[src/rtl/decoder_pkg.sv]
// Shared decode helpers: default select width and a code -> one-hot function
// sized for the widest decoder any block is expected to build.
package decoder_pkg;
  localparam int DEC_IN_W      = 3;
  localparam int DEC_MAX_IN_W  = 6;
  localparam int DEC_MAX_OUT_W = 2**DEC_MAX_IN_W;

  // Callers cast the result down to their own 2**IN_W width.
  function automatic logic [DEC_MAX_OUT_W-1:0] decode_onehot(input logic [DEC_MAX_IN_W-1:0] code);
    return DEC_MAX_OUT_W'(1) << code;
  endfunction
endpackage

[src/rtl/decoder_3bit.sv]
// Binary-to-one-hot decoder with optional output register and a valid flag
// that marks a decode captured on the previous edge.
module decoder_3bit
  import decoder_pkg::*;
#(
  parameter int IN_W       = DEC_IN_W,
  parameter int OUT_W      = 2**IN_W,
  parameter bit REGISTERED = 1'b1
) (
  input  logic             clk,
  input  logic             rst_n,
  input  logic             en,
  input  logic [IN_W-1:0]  inputs,
  output logic [OUT_W-1:0] outputs,
  output logic             valid
);

  if (OUT_W != 2**IN_W) begin : g_bad_out_w
    $error("decoder_3bit: OUT_W must equal 2**IN_W");
  end
  if (IN_W > DEC_MAX_IN_W || IN_W < 1) begin : g_bad_in_w
    $error("decoder_3bit: IN_W out of range for decoder_pkg");
  end

  logic [OUT_W-1:0] dec;
  assign dec = OUT_W'(decode_onehot(DEC_MAX_IN_W'(inputs)));

  // valid tracks the sampled enable in both modes.
  always_ff @(posedge clk or negedge rst_n) begin
    if (!rst_n) valid <= 1'b0;
    else        valid <= en;
  end

  if (REGISTERED) begin : g_reg
    logic [OUT_W-1:0] outputs_q;
    // Disabled edges hold the last decode; only reset returns to all-zero.
    always_ff @(posedge clk or negedge rst_n) begin
      if (!rst_n)  outputs_q <= '0;
      else if (en) outputs_q <= dec;
    end
    assign outputs = outputs_q;
  end else begin : g_comb
    assign outputs = en ? dec : '0;
  end

`ifndef SYNTHESIS
  a_onehot0 : assert property (@(posedge clk) disable iff (!rst_n) $onehot0(outputs))
    else $error("decoder_3bit: outputs not zero/one-hot");
`endif

endmodule

[config.mk]
export PLATFORM = sky130hd
export DESIGN_NAME = decoder_3bit
export DESIGN_NICKNAME = d
export VERILOG_FILES = /design/src/rtl/decoder_pkg.sv /design/src/rtl/decoder_3bit.sv
export SDC_FILE = /design/constraint.sdc
export NUM_CORES = 1
export LEC_CHECK = 0
export BUFFER_PORTS_ARGS = -buffer_cell sky130_fd_sc_hd__buf_2
export CORE_AREA = 2 2 39 41
export DETAILED_ROUTE_END_ITERATION = 10
export DIE_AREA = 0 0 41 43
export HOLD_SLACK_MARGIN = 0.05
export PLACE_DENSITY = 0.56
export SYNTH_ARGS = -nofsm -noshare
export SYNTH_HDL_FRONTEND = slang
export SYNTH_SLANG_ARGS = --single-unit
[constraint.sdc]
create_clock -name clk -period 1.7 [get_ports clk]
set_clock_uncertainty 0.2 [all_clocks]
set_input_delay 0.34 -clock clk [delete_from_list [all_inputs] [get_ports clk]]
set_output_delay 0.34 -clock clk [all_outputs]
set_load 0.01 [all_outputs]
==> out/results.tsv, run 1 <==
metric	value	unit
outcome	complete, no violations	
setup_violations	0	
cellPowerDensity	927	nW/um^2
start_kind	flip-flop	
row_count	14	
drv_cap	0	
r2r-start	outputs[0]	
netSwitchingPower	107	uW
cts_tree	done	
worst-path-buf-inv	1	
ctsHoldBuffers	1	
cp_num_cells	1	
max_freq	766	MHz
clkPwrFrac	35.5	%
core	1380	um^2
timing.slew.headroom	83.9	%
antenna_found_initial	0	
p_comb_share	13.0	%
cp_slowest_cell	dfrtp_1	
slowest_delay	0.37	ns
fin_crit_sh	76.8	%
synth_area_leaders	dfrtp_1, o22ai_1, inv_1	
irDropWorstVdd	0.000271	V
crit_path_cell_trace	buf_2	
cp_top_family	flip-flops	
cts-root-buf	clkbuf_4	
die_y	43	um
worst_ep_required_time	1.16	ns
io_buffers	14	
ys_types	9	
vias	289	
hold_viol_final	0	
numCtsBuffers	3	
yosysSeqAreaShare	61.2	%
grt_max_degree	14	
leakagePower	0.000242	uW
yosysWarnings	0	
area_growth	31.3	%
place_congestion	0.630	
hold_path_class	primary input to flip-flop	
whs_path_depth	1	
synthCells	33	
cp-end-kind	output pin	
wl	656	um
critPathMaxFanout	2	
dp_cells	62	
reg2reg_slack	0.87	ns
initial_core_util	26.6	%
synth_area_per_cell	11.1	um^2
grt_pass1_wl	1080	um
insertion_delay	0.25	ns
r2r-end	outputs[0]	
hold_end	valid	
tightest_slew	0.240	ns
cts_setup_buffers	0	
num_io_pins	15	
path_clk_slew	0.06	ns
synth_nets	39	
cts.sinks	9	
post_drt_wl_per_cell	9.79	um
first_global_vias	270	
rsz0062_at_grt	no	
num-nets-final	58	
dieWidth	41	um
place_ws	0.485	ns
drtAntennaViolNets	0	
drt_iter0_drc	4	
grt_util_all_layers	10.0	%
clockBufferDepth	2	
synth_top_area_share	61.2	%
synth_top_area_cell	dfrtp_1	
finalPower	448	uW
min-delay-start	en	
p_int	341	uW
htreeDepth	1	
layoutNonFillerInstCount	67	
ff2ff_path_depth	2	
overflow	0	
drc	0	
syn-cell-area	368	um^2
tns	0	ns
crit_type	flip-flop to output pin	
arrival	0.76	ns
viasPerCell	4.31	
layout-drive-gt1-share	37.3	%
firstDrtPassIters	4	
slew_viol_final	0	
design.die.area	1760	um^2
fin_ws	0.395	ns
ys_ff_latch	9	
period_minus_slack	1.30	ns
pwr-share-seq	51.5	%
switching_share	23.8	%
insertedDiodeCount	0	
cts-resized-gates	0	
dp.final_hpwl	495	um
-- registers in the layout (all words and copies together) (netlist names) --
register,cells
outputs,8
valid,1
-- synth_stat cells, drive strengths merged --
| library cell | n |
|---|---|
| nand2b | 4 |
| buf | 1 |
| nand2 | 3 |
| o32ai | 2 |
| dfrtp | 9 |
| inv | 8 |
| o22ai | 6 |
-- power by group through the flow --
stage | logic (uW) | registers (uW) | clock network, uW
after detailed placement | 57.3 | 235 | 0
after global placement | 57.9 | 235 | 0
after global routing | 67.0 | 233 | 185
after floorplan | 24.0 | 242 | 0
final | 58.0 | 231 | 159
after CTS | 59.4 | 231 | 169
-- area by class of cell --
class | count | area, um^2
fill | 151 | 901
sequential | 9 | 225
multi-input combinational | 15 | 101
timing repair buffer | 15 | 80.1
inverter | 8 | 30.0
clock buffer | 4 | 26.3
tap | 16 | 20.0
-- layout by cell type, fill, tap and decap left out --
master / n
nand2_1: 2
inv_1: 8
clkbuf_4: 3
o32ai_1: 1
o22ai_1: 6
clkbuf_1: 1
o32ai_2: 1
buf_2: 14
dfrtp_1: 9
dlygate4sd3_1: 1
nand2_2: 1
nand2b_1: 4
-- per-stage QoR --
| stage | cell area, um^2 | hold WS (ns) | utilization, % |
|---|---|---|---|
| 6_report | 483 | 0.125 | 34.9 |
| 4_1_cts | 483 | 0.117 | 34.9 |
| 2_1_floorplan | 368 | -0.156 | - |
| 5_1_grt | 483 | 0.121 | 34.9 |
| 3_3_place_gp | 447 | 0.00424 | 32.3 |
| 3_5_place_dp | 447 | 0.00307 | 32.3 |
-- worst max-delay path by stage --
stage	slack, ns	to	startpoint
after floorplan	0.73	outputs[4]	en
after global placement	0.54	outputs[0]	en
after detailed placement	0.49	outputs[0]	en
after CTS	0.37	outputs[4]	outputs[4]
after global routing	0.34	outputs[4]	outputs[4]
final	0.40	outputs[3]	outputs[3]
-- kinds of logic after synthesis --
kind of cell / share of synthesized area (%)
flip-flops: 61.2
buffers and inverters: 11.2
AO/OA/AOI/OAI: 17.0
AND/OR/NAND/NOR: 10.5
-- per-layer routing --
metal / vias to the layer above / global-route usage (%) / wire length (um)
met3: 2 / 4.71 / 58
met2: 12 / 11.9 / 270
li1: 147 / - / -
met4: 0 / 10.0 / 14
met1: 128 / 12.2 / 312
met5: - / 0 / 0
No activity file was read; power rests on OpenSTA's default activity.
==> inputs of run 2 (changes only) <==
--- a/config.mk
+++ b/config.mk
@@ -10,7 +10,7 @@
 export DETAILED_ROUTE_END_ITERATION = 10
 export DIE_AREA = 0 0 41 43
 export HOLD_SLACK_MARGIN = 0.05
-export PLACE_DENSITY = 0.56
+export PLACE_DENSITY = 0.58
 export SYNTH_ARGS = -nofsm -noshare
 export SYNTH_HDL_FRONTEND = slang
 export SYNTH_SLANG_ARGS = --single-unit
==> constraint.sdc (replaced) <==
create_clock -name clk -period 1 [get_ports clk]
set_clock_uncertainty 0.2 [all_clocks]
set_input_delay 0.2 -clock clk [delete_from_list [all_inputs] [get_ports clk]]
set_output_delay 0.2 -clock clk [all_outputs]
set_load 0.01 [all_outputs]
==> run 2 against run 1 <==
- the run now ends with setup timing left
- die area is the same
- sequential power grew 70%
- utilization grew 4.5 points
- cell count grew 12%
- worst setup slack lost 0.56 ns
- critical path depth is the same
- non-clock buffer count grew 8
- clock power grew 70%
- register-to-register slack lost 0.91 ns
- critical endpoint is now outputs[6]
- largest cell class unchanged
- largest power group unchanged
==> out/results.tsv, run 2 (synthesis results as in run 1) <==
metric	value	unit	change
outcome	complete, but fails checks		was complete, no violations
violations	setup timing		
core	1380	um^2	unchanged
firstDrtPassIters	3		was 4
wl	751	um	was 656 um
finalPower	789	uW	was 448 uW
drt_iter0_drc	1		was 4
layout_common_cells	buf_2, dfrtp_1, inv_1, buf_4, o22ai_1		was buf_2, dfrtp_1, inv_1, o22ai_1, nand2b_1
worst_ep_required_time	0.60	ns	was 1.16 ns
cts-resized-gates	0		unchanged
dp.final_hpwl	560	um	was 495 um
critPathMaxFanout	2		unchanged
leakagePower	0.000283	uW	was 0.000242 uW
initial_core_util	26.6	%	unchanged
timing.slew.headroom	83.8	%	was 83.9%
layoutNonFillerInstCount	75		was 67
drc	0		unchanged
path_clk_slew	0.06	ns	about the same
numCtsBuffers	3		unchanged
tightest_slew	0.243	ns	was 0.240 ns
area_growth	48.3	%	was 31.3%
start_kind	flip-flop		unchanged
slowest_delay	0.37	ns	about the same
largest_reg_flops	8		unchanged
dp_cells	64		was 62
layout-drive-gt1-share	44.1	%	was 37.3%
drv_cap	0		unchanged
dieWidth	41	um	unchanged
drtAntennaViolNets	0		unchanged
cellPowerDensity	1450	nW/um^2	was 927 nW/um^2
num-nets-final	66		was 58
fin_crit_sh	116	%	
tns	-1.45	ns	was 0 ns
cp_slowest_cell	dfrtp_1		unchanged
io_buffers	14		unchanged
grt_max_degree	10		was 14
utilization	39.4	%	was 34.9%
cts_tree	done		unchanged
setup_violations	10		was 0
hold_viol_final	0		unchanged
grt_util_all_layers	9.62	%	was 10.0%
arrival	0.76	ns	about the same
fin_ws	-0.165	ns	was 0.395 ns
vias	327		was 289
insertion_delay	0.25	ns	about the same
crit_type	flip-flop to output pin		unchanged
first_global_vias	265		was 270
max_freq	859	MHz	
overflow	0		unchanged
row_count	14		unchanged
crit_path_cell_trace	buf_2		unchanged
layout_commonest_cell	buf_2		unchanged
die_y	43	um	unchanged
cp-end-kind	output pin		unchanged
cts.sinks	9		unchanged
worst-path-buf-inv	1		unchanged
htreeDepth	1		unchanged
place_congestion	0.693		was 0.630
rsz0062_at_grt	yes		was no
grt_pass1_wl	1060	um	was 1080 um
post_drt_wl_per_cell	10.0	um	was 9.79 um
antenna_found_initial	0		unchanged
hold_ws	0.0127	ns	was 0.125 ns
insertedDiodeCount	0		unchanged
cp_top_family	flip-flops		unchanged
period_minus_slack	1.16	ns	
viasPerCell	4.36		was 4.31
num_io_pins	15		unchanged
hold_path_class	primary input to flip-flop		unchanged
design.die.area	1760	um^2	unchanged
slew_viol_final	0		unchanged
cts-root-buf	clkbuf_4		unchanged
ctsHoldBuffers	2		was 1
clockBufferDepth	2		unchanged
irDropWorstVdd	0.000607	V	was 0.000271 V
[run 2: report_power, final]
part | switching [uW] | internal, uW | total, uW
clock network | 118 | 153 | 271
logic | 62.0 | 63.0 | 125
registers | 8.24 | 384 | 393
[run 2: path summary, 6_finish.rpt]
check,from,cells past startpoint,endpoint,slack (ns)
min in group asynchronous,rst_n,2,outputs[6],0.12
max,outputs[6],1,outputs[6],-0.16
min,inputs[1],2,outputs[4],0.01
max reg2reg,outputs[1],4,outputs[1],-0.04
min reg2reg,outputs[2],2,outputs[2],0.33
max in group asynchronous,rst_n,2,valid,0.30
[run 2: routing by layer]
| layer | vias up | routed length (um) | GRT usage, % | part of all wire (%) |
|---|---|---|---|---|
| met2 | 8 | 350 | 11.9 | 47 |
| met1 | 151 | 337 | 11.9 | 45 |
| met5 | - | 0 | 0 | 0 |
| met4 | 0 | 14 | 8.00 | 1.9 |
| met3 | 2 | 48 | 4.71 | 6.4 |
| li1 | 166 | - | - | - |
[run 2: timing repair]
action | 4_1_cts | 5_1_grt
endpoints found under the hold margin | 13 | 3
setup endpoints to repair | 9 | 9
setup buffers | 2 | 3
[run 2: metrics by stage]
step           cell area [um^2]  setup WS, ns
2_1_floorplan               368         0.150
3_3_place_gp                462        0.0299
3_5_place_dp                462       -0.0167
4_1_cts                     523        -0.182
5_1_grt                     546        -0.207
6_report                    546        -0.165
[run 2: cell type report]
cell class / instances / area (um^2)
fill: 138 / 838
clock buffer: 4 / 26.3
sequential: 9 / 225
multi-input combinational: 15 / 101
inverter: 8 / 30.0
timing repair buffer: 23 / 143
tap: 16 / 20.0
==> inputs of run 3 (changes only) <==
--- a/config.mk
+++ b/config.mk
@@ -11,6 +11,7 @@
 export DIE_AREA = 0 0 41 43
 export HOLD_SLACK_MARGIN = 0.05
 export PLACE_DENSITY = 0.58
+export RECOVER_POWER = 50
 export SYNTH_ARGS = -nofsm -noshare
 export SYNTH_HDL_FRONTEND = slang
 export SYNTH_SLANG_ARGS = --single-unit
==> run 3 against run 2 <==
- the flow still finishes with violations (setup timing)
- combinational power barely moved
- highest routed layer unchanged
- critical endpoint unchanged
- die area did not move
- clock power barely moved
- maximum frequency did not move
==> out/results.tsv, run 3 (synthesis results as in run 1) <==
metric	value	unit	change
num_io_pins	15		unchanged
whs_path_depth	2		unchanged
clockBufferDepth	2		unchanged
switching_share	23.9	%	about the same
leakagePower	0.000283	uW	about the same
dieWidth	41	um	unchanged
layout_commonest_cell	buf_2		unchanged
largest_reg_flops	8		unchanged
period_minus_slack	1.16	ns	unchanged
hold_viol_final	0		unchanged
num-nets-final	66		unchanged
htreeDepth	1		unchanged
min-delay-start	inputs[1]		unchanged
tightest_slew	0.243	ns	unchanged
irDropWorstVdd	0.000607	V	about the same
drc	0		unchanged
path_clk_slew	0.06	ns	about the same
pwr-share-seq	49.8	%	about the same
worst_ep_required_time	0.60	ns	about the same
overflow	0		unchanged
fin_ws	-0.165	ns	unchanged
crit_type	flip-flop to output pin		unchanged
outcome	complete, but fails checks		unchanged
start_kind	flip-flop		unchanged
rsz0062_at_grt	yes		unchanged
dp.final_hpwl	560	um	unchanged
crit_path_cell_trace	buf_2		unchanged
die_y	43	um	unchanged
core	1380	um^2	unchanged
drv_cap	0		unchanged
slowest_delay	0.37	ns	about the same
dp_cells	64		unchanged
grt_util_all_layers	9.62	%	unchanged
drtAntennaViolNets	0		unchanged
io_buffers	14		unchanged
worst-path-buf-inv	1		unchanged
cellPowerDensity	1450	nW/um^2	about the same
cp_slowest_cell	dfrtp_1		unchanged
p_comb_share	15.8	%	about the same
firstDrtPassIters	3		unchanged
p_int	601	uW	about the same
post_drt_wl_per_cell	10.0	um	about the same
place_congestion	0.693		unchanged
hold_ws	0.0127	ns	about the same
startpoint	outputs[6]		unchanged
vias	327		unchanged
ctsHoldBuffers	2		unchanged
slew_viol_final	0		unchanged
cts-root-buf	clkbuf_4		unchanged
violations	setup timing		unchanged
setup_violations	10		unchanged
grt_pass1_wl	1060	um	unchanged
antenna_found_initial	0		unchanged
numCtsBuffers	3		unchanged
cp_num_cells	1		unchanged
drt_iter0_drc	1		unchanged
design.die.area	1760	um^2	unchanged
cp_top_family	flip-flops		unchanged
layoutNonFillerInstCount	75		unchanged
max_freq	859	MHz	unchanged
grt_max_degree	10		unchanged
cts_tree	done		unchanged
area_growth	48.3	%	unchanged
ff2ff_path_depth	4		unchanged
clkPwrFrac	34.4	%	about the same
r2r-start	outputs[1]		unchanged
first_global_vias	265		unchanged
arrival	0.76	ns	about the same
netSwitchingPower	189	uW	was 188 uW
reg2reg_slack	-0.04	ns	about the same
critPathMaxFanout	2		unchanged
hold_path_class	primary input to flip-flop		unchanged
insertion_delay	0.25	ns	about the same
initial_core_util	26.6	%	unchanged
cts.sinks	9		unchanged
layout_common_cells	buf_2, dfrtp_1, inv_1, buf_4, o22ai_1		unchanged
row_count	14		unchanged
wl	750	um	was 751 um
cp-end-kind	output pin		unchanged
fin_crit_sh	116	%	unchanged
viasPerCell	4.36		unchanged
layout-drive-gt1-share	44.1	%	unchanged
timing.slew.headroom	83.8	%	unchanged
insertedDiodeCount	0		unchanged
-- run 3: metal layers --
layer  vias up  track usage (%)  part of all wire [%]
met3         2             4.71                   6.4
met1       151             11.9                    45
met2         8             11.9                    47
met5         -                0                     0
met4         0             8.00                   1.9
li1        166                -                     -
-- run 3: power groups by stage --
stage | sequential [uW] | combinational, uW | clock [uW]
floorplan | 411 | 40.7 | 0
CTS | 393 | 117 | 289
finish | 393 | 125 | 271
detailed placement | 400 | 104 | 0
global placement | 400 | 104 | 0
global route | 394 | 139 | 308
-- run 3: final cells by class --
cell class | instances | area (um^2)
fill | 138 | 838
timing repair buffer | 23 | 143
sequential | 9 | 225
tap | 16 | 20.0
multi-input combinational | 15 | 101
clock buffer | 4 | 26.3
inverter | 8 | 30.0
-- run 3: what timing repair did --
action / in CTS / in global routing
endpoints found under the setup margin: 9 / 9
buffers inserted: 2 / 3
gates resized for setup: 0 / 0
endpoints found under the hold margin: 13 / 3
-- run 3: final timing paths --
check,to
max,outputs[6]
min,outputs[4]
max reg2reg,outputs[1]
min reg2reg,outputs[2]
max in group asynchronous,valid
min in group asynchronous,outputs[6]
-- run 3: through the flow --
step	power, uW	TNS, ns	util, %	worst slack, ns	area, um^2
floorplan	452	0	-	0.150	368
finish	789	-1.45	39.4	-0.165	546
CTS	798	-1.53	37.8	-0.182	523
global route	841	-1.82	39.4	-0.207	546
detailed placement	504	-0.0167	33.4	-0.0167	462
global placement	504	0	33.4	0.0299	462
